File: config.mk
export PLATFORM = sky130hd
export DESIGN_NAME = his_builder_fsm
export DESIGN_NICKNAME = d
export VERILOG_FILES = /design/src/rtl/his_builder_fsm_pkg.sv /design/src/rtl/his_peak_finder.sv /design/src/rtl/his_builder_fsm.sv
export SDC_FILE = /design/constraint.sdc
export NUM_CORES = 1
export LEC_CHECK = 0
export CAP_MARGIN = 20
export CORE_MARGIN = 3
export CORE_UTILIZATION = 60
export CTS_BUF_LIST = sky130_fd_sc_hd__clkbuf_2
export DETAILED_ROUTE_END_ITERATION = 6
export PLACE_DENSITY = 0.82
export SYNTH_ARGS = -nofsm -noshare
export SYNTH_HDL_FRONTEND = slang
export SYNTH_SLANG_ARGS = --single-unit
File: constraint.sdc
create_clock -name clk -period 4.9 [get_ports clk]
set_input_delay 1.225 -clock clk [delete_from_list [all_inputs] [get_ports clk]]
set_output_delay 1.225 -clock clk [all_outputs]
set_load 0.005 [all_outputs]
File: src/rtl/his_builder_fsm_pkg.sv
// rtl/his_builder_fsm_pkg.sv - shared sizes and state type for the per-pixel histogram peak builder
package his_builder_fsm_pkg;

    localparam int NP                = 10;
    localparam int HB                = 3;
    localparam int NBINS             = 1 << HB;
    localparam int PIXEL_NUM_PER_RAM = 3;
    localparam int ACQ_NUM           = 2;
    localparam int CW                = $clog2(ACQ_NUM + 1);
    localparam int PW                = (PIXEL_NUM_PER_RAM > 1) ? $clog2(PIXEL_NUM_PER_RAM) : 1;
    localparam int AW                = (ACQ_NUM > 1) ? $clog2(ACQ_NUM) : 1;

    typedef enum logic [1:0] {
        ST_ACCUM  = 2'd0,
        ST_PEAK   = 2'd1,
        ST_UPDATE = 2'd2
    } state_t;

endpackage

File: src/rtl/his_peak_finder.sv
// rtl/his_peak_finder.sv - running max/argmax over one pixel's histogram, one bin per cycle
module his_peak_finder
    import his_builder_fsm_pkg::*;
(
    input  logic          clk,
    input  logic          res,
    input  logic          i_en,
    input  logic [HB-1:0] i_bin,
    input  logic [CW-1:0] i_count,
    output logic [HB-1:0] o_max_bin
);

    logic [CW-1:0] r_max_cnt;
    logic [HB-1:0] r_max_bin;

    // Bin 0 restarts the scan; strict compare keeps the lower bin on ties.
    always_ff @(posedge clk or posedge res) begin
        if (res) begin
            r_max_cnt <= '0;
            r_max_bin <= '0;
        end else if (i_en) begin
            if (i_bin == '0) begin
                r_max_cnt <= i_count;
                r_max_bin <= '0;
            end else if (i_count > r_max_cnt) begin
                r_max_cnt <= i_count;
                r_max_bin <= i_bin;
            end
        end
    end

    assign o_max_bin = r_max_bin;

endmodule

File: src/rtl/his_builder_fsm.sv
// rtl/his_builder_fsm.sv - per-pixel ToF histogram accumulate/peak/update FSM (option: HIS_ZERO_REJECT_EN)
module his_builder_fsm
    import his_builder_fsm_pkg::*;
(
    input  logic          clk,
    input  logic          res,
    input  logic          wrEn,
    input  logic [NP-1:0] data,
    output logic [NP-1:0] peakResult [PIXEL_NUM_PER_RAM],
    output logic          peakValid
);

    state_t        r_state;
    logic [CW-1:0] r_hist [PIXEL_NUM_PER_RAM][NBINS];
    logic [PW-1:0] r_pix_idx;
    logic [AW-1:0] r_acq_idx;
    logic [HB-1:0] r_scan_bin;

    logic [HB-1:0] w_sample_bin;
    logic          w_count_en;
    logic          w_last_pix;
    logic          w_last_acq;
    logic [HB-1:0] w_max_bin  [PIXEL_NUM_PER_RAM];
    logic [CW-1:0] w_scan_cnt [PIXEL_NUM_PER_RAM];

    assign w_sample_bin = data[NP-1:NP-HB];
    assign w_last_pix   = (r_pix_idx == PW'(PIXEL_NUM_PER_RAM - 1));
    assign w_last_acq   = (r_acq_idx == AW'(ACQ_NUM - 1));

`ifdef HIS_ZERO_REJECT_EN
    // data==0 marks "no photon": the slot advances but no bin is counted.
    assign w_count_en = (data != '0);
`else
    logic w_unused_lsbs;
    assign w_unused_lsbs = ^data[NP-HB-1:0];
    assign w_count_en    = 1'b1;
`endif

    genvar g;
    generate
        for (g = 0; g < PIXEL_NUM_PER_RAM; g++) begin : g_pix
            assign w_scan_cnt[g] = r_hist[g][r_scan_bin];

            his_peak_finder u_peak (
                .clk       (clk),
                .res       (res),
                .i_en      (r_state == ST_PEAK),
                .i_bin     (r_scan_bin),
                .i_count   (w_scan_cnt[g]),
                .o_max_bin (w_max_bin[g])
            );
        end
    endgenerate

    always_ff @(posedge clk or posedge res) begin
        if (res) begin
            r_state    <= ST_ACCUM;
            r_pix_idx  <= '0;
            r_acq_idx  <= '0;
            r_scan_bin <= '0;
            peakValid  <= 1'b0;
            for (int p = 0; p < PIXEL_NUM_PER_RAM; p++) begin
                peakResult[p] <= '0;
                for (int b = 0; b < NBINS; b++) r_hist[p][b] <= '0;
            end
        end else begin
            peakValid <= 1'b0;
            case (r_state)
                ST_ACCUM: begin
                    if (wrEn) begin
                        if (w_count_en)
                            r_hist[r_pix_idx][w_sample_bin] <= r_hist[r_pix_idx][w_sample_bin] + CW'(1);
                        if (w_last_pix) begin
                            r_pix_idx <= '0;
                            if (w_last_acq) begin
                                r_acq_idx  <= '0;
                                r_scan_bin <= '0;
                                r_state    <= ST_PEAK;
                            end else begin
                                r_acq_idx <= r_acq_idx + AW'(1);
                            end
                        end else begin
                            r_pix_idx <= r_pix_idx + PW'(1);
                        end
                    end
                end
                ST_PEAK: begin
                    r_scan_bin <= r_scan_bin + HB'(1);
                    if (r_scan_bin == HB'(NBINS - 1)) r_state <= ST_UPDATE;
                end
                ST_UPDATE: begin
                    peakValid  <= 1'b1;
                    r_pix_idx  <= '0;
                    r_acq_idx  <= '0;
                    r_scan_bin <= '0;
                    r_state    <= ST_ACCUM;
                    for (int p = 0; p < PIXEL_NUM_PER_RAM; p++) begin
                        peakResult[p] <= {w_max_bin[p], {(NP-HB){1'b0}}};
                        for (int b = 0; b < NBINS; b++) r_hist[p][b] <= '0;
                    end
                end
                default: r_state <= ST_ACCUM;
            endcase
        end
    end

endmodule

==> impl_metrics.json <==
{
  "status": "finished clean",
  "slew_headroom_pct": 30.3,
  "cts-buffers-inserted": 9,
  "diodes": 0,
  "syn_area_um2": 5030,
  "drv_cap": 0,
  "hold_path.class": "register to register",
  "ios": 44,
  "post_cts_buffers": 0,
  "wl_per_cell_um": 19.9,
  "synth_ff_type": "dfrtp_1",
  "final-max-slew-violation-count": 0,
  "path_class": "input pin to register",
  "grt_pass1_wl_mm": 20.7,
  "ys_types": 50,
  "htree_levels": 3,
  "yosysTopAreaCell": "dfrtp_1",
  "ys_ff_latch": 81,
  "internal_power_mw": 1.82,
  "drtIter0Drc": 483,
  "dp_hpwl_mm": 8.46,
  "seq_area_um2": 2030,
  "start_util_pct": 63.5,
  "worst_clock_skew_ns": 0.0180,
  "worst_slew_pin_slew_ns": 1.05,
  "synth_edf_count": 0,
  "grt_use_total_pct": 27.1,
  "ctsRootBufferMaster": "clkbuf_2",
  "cp.arrival_ns": 4.16,
  "die_area_um2": 9530,
  "p_seq_share_pct": 39.3,
  "rsz0062_at_grt": "no",
  "synthTopCellsByArea": "dfrtp_1, mux4_2, nand2_1",
  "setup_slack_ns": 1.26,
  "clkLatencyLatePin_ns": 0.56,
  "worstPathMaxFanout": 22,
  "finalHoldViolCount": 0,
  "pre_cts_ws_ns": 0.655,
  "grt_max_degree": 59,
  "pwr-share-clk_pct": 15.7,
  "holdBufCountCts": 0,
  "cts_resized": 0,
  "p_sw_mw": 1.40,
  "synth_common_cells": "dfrtp_1, nand2_1, nand3_1",
  "startpoint_type": "input pin",
  "power_frac_comb_pct": 45.0,
  "cp.buffers_inverters": 1,
  "syn2layout_area_growth_pct": 5.27,
  "path_clk_slew_ns": 0.26,
  "synth_top_area_share_pct": 40.3,
  "leakage_nw": 2.48,
  "path_cells": "clkdlybuf4s50_1 > or3b_1 > a21oi_1 > nor2_1 > a41o_1 > a2111oi_0 > a311o_1",
  "syn_area_per_cell_um2": 9.52,
  "routed_via_density": 6.65,
  "core_um2": 7930,
  "fin_crit_sh_pct": 74.2,
  "clock.fmax_mhz": 275,
  "cts_tree": "done",
  "drive_above_1_share_pct": 11.8,
  "dr.pass1.iters": 5,
  "power_per_cell_area_nw_per_um2": 608,
  "gp_congestion": 0.874,
  "fp-row-count": 32,
  "async_reset_ff_share_pct": 100,
  "grt_pass1_vias": 4108,
  "crit_slowest_cell": "clkdlybuf4s50_1",
  "num_vias": 4215,
  "wl_mm": 12.6,
  "tns_ns": 0,
  "vdd_ir_drop_max_mv": 0.274,
  "ys.warnings.count": 0,
  "n_fill_cell": 628,
  "port_buffers": 15,
  "max_stage_delay_ns": 0.92,
  "cts.sinks": 81,
  "ant_nets": 0,
  "clockBufferDepth": 2,
  "drcViolationCount": 0,
  "setup_viol": 0,
  "die_h_um": 97.6,
  "finalPower_mw": 3.22,
  "min_period_ns": 3.64,
  "grt_overflow": 0,
  "yosys.cell_count.top_type": "dfrtp_1",
  "die_w_um": 97.6,
  "switching_share_pct": 43.4,
  "netlist_instances": 529,
  "multi_input_area_um2": 2640,
  "yosysSeqAreaShare_pct": 40.3,
  "antenna_found_initial": 0,
  "cp.required_ns": 5.42,
  "final_nets": 549,
  "cp_top_family": "compound AO/OA/AOI/OAI gates",
  "end_kind": "register"
}
-- worst min-delay path: cells and delay by family, from the launching register on --
kind,cells,cell delay (ns)
and+or+nand+nor,2,0.10
DFF,1,0.40
-- power groups by stage --
stage | clock network [mW] | registers, mW | logic, mW
floorplan | 0 | 1.07 | 1.19
global placement | 0 | 1.25 | 1.33
detailed placement | 0 | 1.27 | 1.42
CTS | 0.506 | 1.26 | 1.43
global route | 0.536 | 1.30 | 1.60
finish | 0.506 | 1.27 | 1.45
-- routing by layer --
| layer | vias to the layer above | track usage [%] | routed length, µm |
|---|---|---|---|
| met1 | 2041 | 35.3 | 4920 |
| met4 | 0 | 11.9 | 390 |
| li1 | 1886 | - | - |
| met2 | 241 | 43.9 | 6100 |
| met5 | - | 0 | 0 |
| met3 | 47 | 5.38 | 1180 |
-- cells in the final DEF (no fill, tap or decap), types with 13 or more instances in the layout --
cell	n
dfrtp_1	81
nand2_1	63
mux2i_1	19
o21ai_1	20
o21ai_0	21
conb_1	21
clkdlybuf4s50_1	15
nand3_1	42
and3_1	18
nor2_1	19
a21oi_1	13
inv_1	23
-- registers in the layout (all words and copies together) (netlist names) --
signal,flops
peakResult,9
r_hist,48
g_pix.u_peak.o_max_bin,9
r_acq_idx,1
r_pix_idx,2
g_pix.u_peak.r_max_cnt,6
r_state,2
peakValid,1
r_scan_bin,3
-- logic make-up after synthesis --
kind of cell,share of synthesized area (%)
adder cells (fa/ha/maj),2.24
AND/OR/NAND/NOR,21.5
flip-flops,40.3
buffers and inverters,9.05
XOR/XNOR,0.174
AO/OA/AOI/OAI,14.9
other,0.0745
multiplexers,11.8
-- final timing paths --
check | start | end | slack (ns) | cells past startpoint
max | data[7] | r_hist[21] | 1.26 | 7
min | g_pix[1].u_peak.o_max_bin[2] | peakResult[19] | 0.50 | 2
max reg2reg | r_scan_bin[0] | g_pix[1].u_peak.o_max_bin[2] | 1.36 | 7
min reg2reg | g_pix[1].u_peak.o_max_bin[2] | peakResult[19] | 0.50 | 2
max in group asynchronous | res | r_hist[11] | 2.91 | 3
min in group asynchronous | res | g_pix[1].u_peak.r_max_cnt[1] | 1.10 | 2
-- metrics by stage --
stage	hold slack, ns	instance area [µm²]	util (%)	instances
final	0.505	5300	66.9	634
after detailed placement	0.460	5110	64.5	617
after global routing	0.510	5300	66.9	634
after floorplan	0.433	5110	-	549
after CTS	0.498	5290	66.8	633
after global placement	0.448	5110	64.5	617
-- cell type report --
class	instances	share of cell area, %
clock buffer	9	0.850
clock inverter	7	2.50
inverter	25	1.79
multi-input combinational	384	49.8
sequential	81	38.2
tap	102	2.41
timing repair buffer	26	4.39
Note: power is estimated with default switching activity, not from simulation.
